<file path="src/rtl/mem_stage.sv">
// Pipeline MEM stage: registers EXE results, waits for load data, extracts
// bytes/halfwords, merges LWL/LWR and selects the writeback value.
module mem_stage (
  input  logic        clk,
  input  logic        rst,
  input  logic        exe_valid_in,
  output logic        mem_allowin_out,
  input  logic        wb_allowin_in,
  output logic        mem_valid_out,
  input  logic [31:0] exe_alures_in,
  input  logic [4:0]  exe_sel_wbdata_in,
  input  logic [4:0]  exe_lubhw_con_in,
  input  logic [7:0]  exe_onehot_in,
  input  logic [31:0] exe_rt_in,
  input  logic [31:0] exe_PC_in,
  input  logic [31:0] exe_NNPC_in,
  input  logic [4:0]  exe_wnum_in,
  input  logic [2:0]  exe_write_type_in,
  input  logic [31:0] dm_rdata_in,
  input  logic        dm_data_ok_in,
  input  logic [31:0] hi_in,
  input  logic [31:0] lo_in,
  output logic [31:0] mem_wbdata_out,
  output logic [4:0]  mem_wnum_out,
  output logic [2:0]  mem_write_type_out,
  output logic [31:0] mem_PC_out,
  output logic [1:0]  dbg_state_out
);

  typedef enum logic [1:0] {
    S_IDLE = 2'd0,
    S_WAIT = 2'd1,
    S_DONE = 2'd2
  } state_t;

  state_t      r_state;
  state_t      w_state_nxt;
  logic        r_valid;
  logic [31:0] r_alures;
  logic [4:0]  r_sel_wbdata;
  logic [4:0]  r_lubhw;
  logic [7:0]  r_onehot;
  logic [31:0] r_rt;
  logic [31:0] r_pc;
  logic [31:0] r_nnpc;
  logic [4:0]  r_wnum;
  logic [2:0]  r_write_type;
  logic [31:0] r_buf;

  logic        w_ready;
  logic        w_accept;
  logic        w_in_is_load;
  logic        w_buf_load;
  logic [31:0] w_mem;
  logic [7:0]  w_byte;
  logic [15:0] w_half;
  logic [31:0] w_load_data;

  // Handshake: a side transfers on a cycle where its valid and the receiver's
  // allowin are both high; valid never waits on allowin.
  always_comb begin
    w_ready = 1'b1;
    case (r_state)
      S_WAIT:  w_ready = dm_data_ok_in;
      default: w_ready = 1'b1;
    endcase
  end

  assign mem_allowin_out = !r_valid || (w_ready && wb_allowin_in);
  assign mem_valid_out   = r_valid && w_ready;
  assign w_accept        = mem_allowin_out && exe_valid_in;
  // The incoming fields decide the next state, since they are only registered at this edge.
  assign w_in_is_load    = (|exe_lubhw_con_in) || (|exe_onehot_in);
  assign dbg_state_out   = r_state;

  always_comb begin
    w_state_nxt = r_state;
    w_buf_load  = 1'b0;
    if (mem_allowin_out) begin
      w_state_nxt = (w_accept && w_in_is_load) ? S_WAIT : S_IDLE;
    end else if (r_state == S_WAIT && dm_data_ok_in) begin
      w_state_nxt = S_DONE;
      w_buf_load  = 1'b1;
    end
  end

  always_ff @(posedge clk) begin
    if (rst) begin
      r_state      <= S_IDLE;
      r_valid      <= 1'b0;
      r_alures     <= 32'h0;
      r_sel_wbdata <= 5'h0;
      r_lubhw      <= 5'h0;
      r_onehot     <= 8'h0;
      r_rt         <= 32'h0;
      r_pc         <= 32'h0;
      r_nnpc       <= 32'h0;
      r_wnum       <= 5'h0;
      r_write_type <= 3'h0;
      r_buf        <= 32'h0;
    end else begin
      r_state <= w_state_nxt;
      if (mem_allowin_out) r_valid <= exe_valid_in;
      if (w_accept) begin
        r_alures     <= exe_alures_in;
        r_sel_wbdata <= exe_sel_wbdata_in;
        r_lubhw      <= exe_lubhw_con_in;
        r_onehot     <= exe_onehot_in;
        r_rt         <= exe_rt_in;
        r_pc         <= exe_PC_in;
        r_nnpc       <= exe_NNPC_in;
        r_wnum       <= exe_wnum_in;
        r_write_type <= exe_write_type_in;
      end
      if (w_buf_load) r_buf <= dm_rdata_in;
    end
  end

  // Once WB has stalled a completed load, the buffered word stands in for the bus.
  assign w_mem = (r_state == S_DONE) ? r_buf : dm_rdata_in;

  always_comb begin
    w_byte = w_mem[7:0];
    case (r_alures[1:0])
      2'd1:    w_byte = w_mem[15:8];
      2'd2:    w_byte = w_mem[23:16];
      2'd3:    w_byte = w_mem[31:24];
      default: w_byte = w_mem[7:0];
    endcase
  end

  assign w_half = r_alures[1] ? w_mem[31:16] : w_mem[15:0];

  always_comb begin
    w_load_data = 32'h0;
    if (r_lubhw[0])      w_load_data = w_mem;
    else if (r_lubhw[1]) w_load_data = {{24{w_byte[7]}}, w_byte};
    else if (r_lubhw[2]) w_load_data = {24'h0, w_byte};
    else if (r_lubhw[3]) w_load_data = {{16{w_half[15]}}, w_half};
    else if (r_lubhw[4]) w_load_data = {16'h0, w_half};
    else if (r_onehot[0]) w_load_data = {w_mem[7:0],  r_rt[23:0]};
    else if (r_onehot[1]) w_load_data = {w_mem[15:0], r_rt[15:0]};
    else if (r_onehot[2]) w_load_data = {w_mem[23:0], r_rt[7:0]};
    else if (r_onehot[3]) w_load_data = w_mem;
    else if (r_onehot[4]) w_load_data = w_mem;
    else if (r_onehot[5]) w_load_data = {r_rt[31:24], w_mem[31:8]};
    else if (r_onehot[6]) w_load_data = {r_rt[31:16], w_mem[31:16]};
    else if (r_onehot[7]) w_load_data = {r_rt[31:8],  w_mem[31:24]};
  end

  assign mem_wbdata_out = ({32{r_sel_wbdata[0]}} & r_alures)
                        | ({32{r_sel_wbdata[1]}} & w_load_data)
                        | ({32{r_sel_wbdata[2]}} & r_nnpc)
                        | ({32{r_sel_wbdata[3]}} & hi_in)
                        | ({32{r_sel_wbdata[4]}} & lo_in);

  assign mem_wnum_out       = r_wnum;
  assign mem_write_type_out = r_write_type;
  assign mem_PC_out         = r_pc;

endmodule

</file>
<file path="config.mk">
export PLATFORM = sky130hd
export DESIGN_NAME = mem_stage
export DESIGN_NICKNAME = d
export VERILOG_FILES = /design/src/rtl/mem_stage.sv
export SDC_FILE = /design/constraint.sdc
export NUM_CORES = 1
export LEC_CHECK = 0
export ABC_CLOCK_PERIOD_IN_PS = 2950
export BUFFER_PORTS_ARGS = -buffer_cell sky130_fd_sc_hd__buf_4
export CORE_ASPECT_RATIO = 1.4
export CORE_MARGIN = 8
export CORE_UTILIZATION = 46
export DETAILED_ROUTE_END_ITERATION = 8
export MAX_ROUTING_LAYER = met4
export PLACE_DENSITY = 0.82
export SYNTH_ARGS = -nofsm -noshare
export SYNTH_HDL_FRONTEND = slang
export SYNTH_SLANG_ARGS = --single-unit
export TNS_END_PERCENT = 20
</file>
<file path="constraint.sdc">
create_clock -name clk -period 2.95 [get_ports clk]
set_clock_uncertainty 0.05 [all_clocks]
set_input_delay 0.4425 -clock clk [delete_from_list [all_inputs] [get_ports clk]]
set_output_delay 0.4425 -clock clk [all_outputs]
set_load 0.02 [all_outputs]
</file>
==> flow_summary.toml, run 1 <==
[place]
io_buffers = 330
dp_hpwl_um = 39300
gpl.final_weighted_congestion = 1.05
detailed_place.area_um2 = 14100

[global_routing]
grt_pass1_vias = 13046
grt_first_pass_wirelength_um = 76600
grt.overflow.total = 0
pin_count_of_the_biggest_net_entering_global_routing = 75
grt_antenna_before_repair = 0
globalRouteTotalUtil_pct = 37.0

[sta]
final_period_minus_worst_setup_slack_ns = 3.25
setup_ws_ns = -0.303
hold_violations = 0
max_slew.worst_pin.slew_ns = 0.684
grt_setup_unrepaired = "yes"
clock.fmax_ghz = 0.307
finalMaxSlewViolations = 0
slew-limit-headroom_pct = 54.3
final_min_period_over_clock_period_pct = 110
final-setup-viol-count = 32

[clock_network]
cts-root-to-sink-buffers = 2
cts_root_buf = "sky130_fd_sc_hd__clkbuf_16"
htreeDepth = 4
clock_tree_from_tritoncts = "yes"
clk_latency_worst_skew_pair_ns = 0.44
cts-buffers-inserted = 17
cts.clk_slew.worst_paths_ns = 0.07
cts.hold.buffers_added = 0
clkSinkCount = 189

[power]
p_total_mw = 7.19
power.static_leakage_nw = 6.64
highest_ir_drop_seen_on_vdd_mv = 0.432
pwr_density_cell_nw_per_um2 = 467

[detailed_routing]
routed_wire_length_per_instance_um = 24.5
postRouteAntennaNets = 0
dr.first_iter.drc_count = 1083
total_wire_length_after_detailed_routing_um = 51800
number_of_vias_per_cell_after_detailed_routing = 6.03
drtPass1Iterations = 5
dr_vias = 12748
route.detailed.drc = 0

[worst_setup_path]
path_max_fanout = 17
crit_chain = "nand2b_4, buf_12, mux4_2, o221ai_4, buf_12, a2111oi_4, nor3_2, buf_4"
timing.critical_path.slowest_stage_cell = "sky130_fd_sc_hd__mux4_2"
worst_path_most_repeated_cell = "sky130_fd_sc_hd__buf_12"
critical_path.startpoint_type = "flip-flop"
critPathCaptureType = "primary output"
cp.arrival_ns = 2.76
critPathKind = "reg -> out"
critical_path.max_stage_delay_ns = 0.61
timing.critical_path.required_ns = 2.46

[yosys]
post_synth_main_area_contributors = "sky130_fd_sc_hd__dfxtp_1, sky130_fd_sc_hd__nand2_1, sky130_fd_sc_hd__a21oi_1"
synth.ff_latch_count = 189
async_reset_ff_share_pct = 0
postSynth.topFlopCell = "sky130_fd_sc_hd__dfxtp_1"
ys_warn_count = 0
synth_area_um2 = 10700
synth_cells = 1422
post-synth-top-area-cell = "sky130_fd_sc_hd__dfxtp_1"
ys_seq_area_share_pct = 35.5
synth.lib_cells_used.distinct = 59
syn_nets = 1677
synth_top_area_share_pct = 35.5
synth-edff-count = 0
syn-mean-instance-area_um2 = 7.49

[finish]
antenna_cells = 0
multiInputGateArea_um2 = 6620
area.growth.synth_to_final_pct = 44.6
area.sequential_um2 = 3790
fin_area_um2 = 15400
design.final.nets = 2054
drive_above_1_share_pct = 34.1
layout.core_utilization_pct = 67.1
fillCellCount = 2002

[die]
floorplan.core_area_um2 = 23000
fp.dieW_um = 145
dieArea_um2 = 28300
initial_utilization_pct = 46.4
chip_height_um = 196
i_o_pins = 331
placementRows = 66

[status]
violations = "negative setup slack"
outcome = "finished, violations left"

[flow_run]
max-cap-violations = 0

[hold_path]
hold_path_class = "in -> reg"
[routing by layer]
layer / wire length, um / vias up / part of all wire (%) / track usage, %
met5: 0 / - / 0 / -
met4: 3320 / 0 / 6.4 / 22.9
met3: 3560 / 164 / 6.9 / 5.86
met1: 19200 / 6112 / 37 / 41.2
li1: - / 5828 / - / -
met2: 25700 / 644 / 50 / 60.9
[worst max-delay path, delay by kind of cell (launching register included)]
family          cells  cell delay, ns
compound gates      2            0.33
simple gates        2            0.46
mux                 1            0.61
buf+inv             3            0.54
flops               1            0.35
[worst paths after layout]
check             slack, ns  cells past startpoint               endpoint                   from
setup / recovery      -0.30                      8     mem_wbdata_out[24]       dbg_state_out[0]
hold / removal         0.19                      3  mem_write_type_out[2]   exe_write_type_in[2]
setup reg to reg       0.58                      9                r_rt[8]       dbg_state_out[0]
hold reg to reg        0.40                      2  mem_write_type_out[2]  mem_write_type_out[2]
[cells in the mapped netlist (6+ instances only)]
master                      number
sky130_fd_sc_hd__inv_2           6
sky130_fd_sc_hd__mux2i_2        14
sky130_fd_sc_hd__dfxtp_1       189
sky130_fd_sc_hd__mux2i_4         8
sky130_fd_sc_hd__a211oi_1        8
sky130_fd_sc_hd__a221o_1        22
sky130_fd_sc_hd__o221a_1         7
sky130_fd_sc_hd__or3_1          12
sky130_fd_sc_hd__nor2_1         30
sky130_fd_sc_hd__a21o_1         22
sky130_fd_sc_hd__nor3_2          8
sky130_fd_sc_hd__a21oi_1       253
sky130_fd_sc_hd__a2111oi_2       8
sky130_fd_sc_hd__mux2i_1        25
sky130_fd_sc_hd__and3b_1         7
sky130_fd_sc_hd__a221oi_1        8
sky130_fd_sc_hd__o22ai_1         8
sky130_fd_sc_hd__clkbuf_1      100
sky130_fd_sc_hd__a21boi_0        8
sky130_fd_sc_hd__a22oi_1        71
sky130_fd_sc_hd__o21ai_1         8
sky130_fd_sc_hd__o22a_1          7
sky130_fd_sc_hd__a211o_1         7
sky130_fd_sc_hd__o21ai_0        20
sky130_fd_sc_hd__nand2_1       416
sky130_fd_sc_hd__buf_2           9
sky130_fd_sc_hd__inv_1          24
sky130_fd_sc_hd__o221a_2         8
sky130_fd_sc_hd__o211ai_1        8
sky130_fd_sc_hd__o2111ai_1      14
sky130_fd_sc_hd__o21ba_2         8
sky130_fd_sc_hd__a2bb2oi_1       7
sky130_fd_sc_hd__a31oi_1         9
sky130_fd_sc_hd__nor3_1         21
[what timing repair did]
action | 4_1_cts | 5_1_grt
hold endpoints to repair | 0 | 0
gates cloned | 2 | 0
resized for setup | 73 | 28
buffers inserted | 19 | 14
pin swaps | 22 | 9
setup endpoints to repair | 32 | 32
[cells by family (layout without fill, tap and decap cells)]
kind of cell           Yosys count  in the layout  synth area share, %
buffers and inverters          151            538                 5.90
and+or+nand+nor                512            512                 19.8
DFF                            189            189                 35.5
AOI/OAI and AO/OA              521            521                 32.5
muxes                           49             49                 6.27
[area by class of cell]
| cell class | count | share of cell area [%] |
|---|---|---|
| multi-input cells | 1082 | 43.0 |
| repair buffers | 478 | 25.7 |
| flip-flops and latches | 189 | 24.6 |
| clock buffers | 18 | 2.79 |
| well taps | 306 | 2.49 |
| inverters | 31 | 0.756 |
| clock inverters | 11 | 0.731 |
[stage by stage]
step	TNS, ns	instances	hold WS (ns)	worst slack [ns]
detailed placement	0	2054	0.396	0.0762
floorplan	0	1422	0.382	0.212
global placement	0	2054	0.389	0.0995
finish	-6.36	2115	0.187	-0.303
CTS	-5.41	2103	0.175	-0.278
global route	-8.23	2115	0.183	-0.336
[power breakdown]
| part | switching (mW) | total (mW) | internal (mW) |
|---|---|---|---|
| registers | 0.108 | 2.79 | 2.68 |
| logic | 1.18 | 2.15 | 0.966 |
| clock network | 1.08 | 2.25 | 1.17 |
[sequential cells by signal (all words and copies together) (netlist names)]
signal / count
r_nnpc: 32
r_onehot: 8
r_valid: 1
mem_PC_out: 32
r_lubhw: 5
r_rt: 32
mem_write_type_out: 3
r_sel_wbdata: 5
r_alures: 32
r_buf: 32
dbg_state_out: 2
mem_wnum_out: 5
[placed cells by master, fill, tap and decap left out, types with 12 or more instances in the layout]
| cell | instances |
|---|---|
| sky130_fd_sc_hd__buf_4 | 429 |
| sky130_fd_sc_hd__nand2_1 | 415 |
| sky130_fd_sc_hd__a21oi_1 | 246 |
| sky130_fd_sc_hd__dfxtp_1 | 186 |
| sky130_fd_sc_hd__a22oi_1 | 69 |
| sky130_fd_sc_hd__nor2_1 | 29 |
| sky130_fd_sc_hd__buf_6 | 29 |
| sky130_fd_sc_hd__inv_1 | 23 |
| sky130_fd_sc_hd__a21o_1 | 22 |
| sky130_fd_sc_hd__a221o_1 | 22 |
| sky130_fd_sc_hd__mux2i_1 | 21 |
| sky130_fd_sc_hd__nor3_1 | 18 |
| sky130_fd_sc_hd__mux2i_4 | 17 |
| sky130_fd_sc_hd__clkbuf_16 | 17 |
| sky130_fd_sc_hd__buf_12 | 17 |
| sky130_fd_sc_hd__o21ai_0 | 14 |
| sky130_fd_sc_hd__o21ai_1 | 13 |
| sky130_fd_sc_hd__o2111ai_1 | 12 |
No activity file was read; power rests on OpenSTA's default activity.
==> run 2, diff against run 1 <==
--- a/config.mk
+++ b/config.mk
@@ -6,13 +6,13 @@
 export NUM_CORES = 1
 export LEC_CHECK = 0
 export ABC_CLOCK_PERIOD_IN_PS = 2950
-export BUFFER_PORTS_ARGS = -buffer_cell sky130_fd_sc_hd__buf_4
 export CORE_ASPECT_RATIO = 1.4
 export CORE_MARGIN = 8
 export CORE_UTILIZATION = 46
 export DETAILED_ROUTE_END_ITERATION = 8
+export DONT_BUFFER_PORTS = 1
 export MAX_ROUTING_LAYER = met4
-export PLACE_DENSITY = 0.82
+export PLACE_DENSITY = 0.7
 export SYNTH_ARGS = -nofsm -noshare
 export SYNTH_HDL_FRONTEND = slang
 export SYNTH_SLANG_ARGS = --single-unit
==> flow_summary.toml, run 2 (synthesized netlist as in run 1, its figures left out) <==
[worst_setup_path]
worst-path-stages = 7
crit_path_end = "mem_wbdata_out[28]"
critical_path.startpoint = "dbg_state_out[0]"
cp.arrival_ns = 2.71
crit-reg2reg-capture = "r_buf[14]"
critPathCaptureType = "primary output"
timing.critical_path.slowest_stage_cell = "sky130_fd_sc_hd__mux4_2"
largest_delay_contributor_family_on_the_critical_path = "multiplexers"
rrSetupSlack_ns = 0.45
worst-path-buf-inv = 2
critPathKind = "reg -> out"
timing.critical_path.required_ns = 2.46
crit_chain = "nand2b_4, mux4_2, o221ai_4, buf_12, a2111oi_4, nor3_2, buf_4"
critical_path.startpoint_type = "flip-flop"
r2r.worst_path.cells = 8
critical_path.max_stage_delay_ns = 0.64
path_max_fanout = 17
worst_r2r_startpoint = "dbg_state_out[1]"

[die]
dieArea_um2 = 28300
floorplan.core_area_um2 = 23000
fp.dieW_um = 145
initial_utilization_pct = 46.4
chip_height_um = 196
i_o_pins = 331
placementRows = 66

[global_routing]
grt_first_pass_wirelength_um = 68700
grt_antenna_before_repair = 0
pin_count_of_the_biggest_net_entering_global_routing = 190
globalRouteTotalUtil_pct = 33.4
grt_pass1_vias = 11189
grt.overflow.total = 0

[clock_network]
cts.clk_slew.worst_paths_ns = 0.07
clkSinkCount = 189
cts-buffers-inserted = 17
cts_root_buf = "sky130_fd_sc_hd__clkbuf_16"
htreeDepth = 4
clk_latency_worst_skew_pair_ns = 0.44
cts.hold.buffers_added = 0
clock_tree_from_tritoncts = "yes"
cts-root-to-sink-buffers = 2

[finish]
multiInputGateArea_um2 = 6610
area.sequential_um2 = 3790
antenna_cells = 0
fin_area_um2 = 12900
layout_commonest_cell = "sky130_fd_sc_hd__nand2_1"
fillCellCount = 2254
drive_above_1_share_pct = 19.0
area.growth.synth_to_final_pct = 21.5
design.final.nets = 1719
layout.cells.most_common_list = "sky130_fd_sc_hd__nand2_1, sky130_fd_sc_hd__a21oi_1, sky130_fd_sc_hd__dfxtp_1"
layout.core_utilization_pct = 56.4

[detailed_routing]
route.detailed.drc = 0
total_wire_length_after_detailed_routing_um = 47000
postRouteAntennaNets = 0
dr_vias = 11303
number_of_vias_per_cell_after_detailed_routing = 6.34
drtPass1Iterations = 5
dr.first_iter.drc_count = 1005
routed_wire_length_per_instance_um = 26.4

[hold_path]
hold_path_class = "in -> reg"
hold_startpoint = "rst"

[sta]
setup_ws_ns = -0.255
fin_setup_tns_ns = -4.72
final_period_minus_worst_setup_slack_ns = 3.21
final.hold.worst_slack_ns = 0.0384
final-setup-viol-count = 32
finalMaxSlewViolations = 0
clock.fmax_ghz = 0.312
hold_violations = 0
final_min_period_over_clock_period_pct = 109
max_slew.worst_pin.slew_ns = 0.667
grt_setup_unrepaired = "yes"
slew-limit-headroom_pct = 55.5

[power]
combinational_group_share_of_total_power_pct = 24.0
power_report.internal_total_mw = 4.65
share_clk_of_total_power_pct = 34.7
highest_ir_drop_seen_on_vdd_mv = 0.416
share_seq_of_total_power_pct = 41.2
pwr_density_cell_nw_per_um2 = 531
power.static_leakage_nw = 5.01
power_switching_mw = 2.23
swShare_pct = 32.4

[place]
gpl.final_weighted_congestion = 1.06
io_buffers = 0
detailed_place.area_um2 = 11800
dp_hpwl_um = 35800
place_ws_ns = 0.0514

[status]
violations = "negative setup slack"
outcome = "finished, violations left"

[flow_run]
max-cap-violations = 0
==> run 2: final cells by class <==
type / count / share of cell area, %
Clock inverter: 12 / 1.16
Multi-Input combinational cell: 1083 / 51.0
Sequential cell: 189 / 29.3
Tap cell: 306 / 2.96
Clock buffer: 20 / 3.61
Inverter: 31 / 0.899
Timing Repair Buffer: 142 / 11.0
==> run 2: worst min path at each step <==
| stage | endpoint | cells past startpoint | slack [ns] |
|---|---|---|---|
| after floorplan | r_buf[24] | 2 | 0.38 |
| after global placement | r_buf[29] | 2 | 0.38 |
| after detailed placement | r_alures[14] | 2 | 0.39 |
| after CTS | mem_wnum_out[4] | 1 | 0.01 |
| after global routing | mem_wnum_out[4] | 1 | 0.008 |
| final | mem_wnum_out[4] | 1 | 0.04 |
==> run 2: per-stage QoR <==
step | instances | total power, mW
2_1_floorplan | 1422 | 3.81
3_3_place_gp | 1736 | 4.40
3_5_place_dp | 1736 | 4.40
4_1_cts | 1772 | 6.86
5_1_grt | 1783 | 7.11
6_report | 1783 | 6.88
==> run 2: power groups by stage <==
stage | Combinational (mW) | Sequential [mW] | Clock [mW]
after floorplan | 0.974 | 2.84 | 0
after global routing | 1.75 | 2.85 | 2.51
after global placement | 1.51 | 2.89 | 0
after detailed placement | 1.51 | 2.89 | 0
final | 1.65 | 2.84 | 2.39
after CTS | 1.61 | 2.83 | 2.42
==> run 2: layer usage <==
metal  wire, um  up-vias  track usage, %
met4       2350        0            15.9
met1      17800     5475            37.8
met3       3620      122            6.47
met5          0        -               -
li1           -     5155               -
met2      23300      551            55.3
==> run 2: repair_timing <==
item	4_1_cts	5_1_grt
pin swaps	8	10
setup buffers	3	11
cloned	1	0
setup endpoints to repair	32	32
resized for setup	63	27
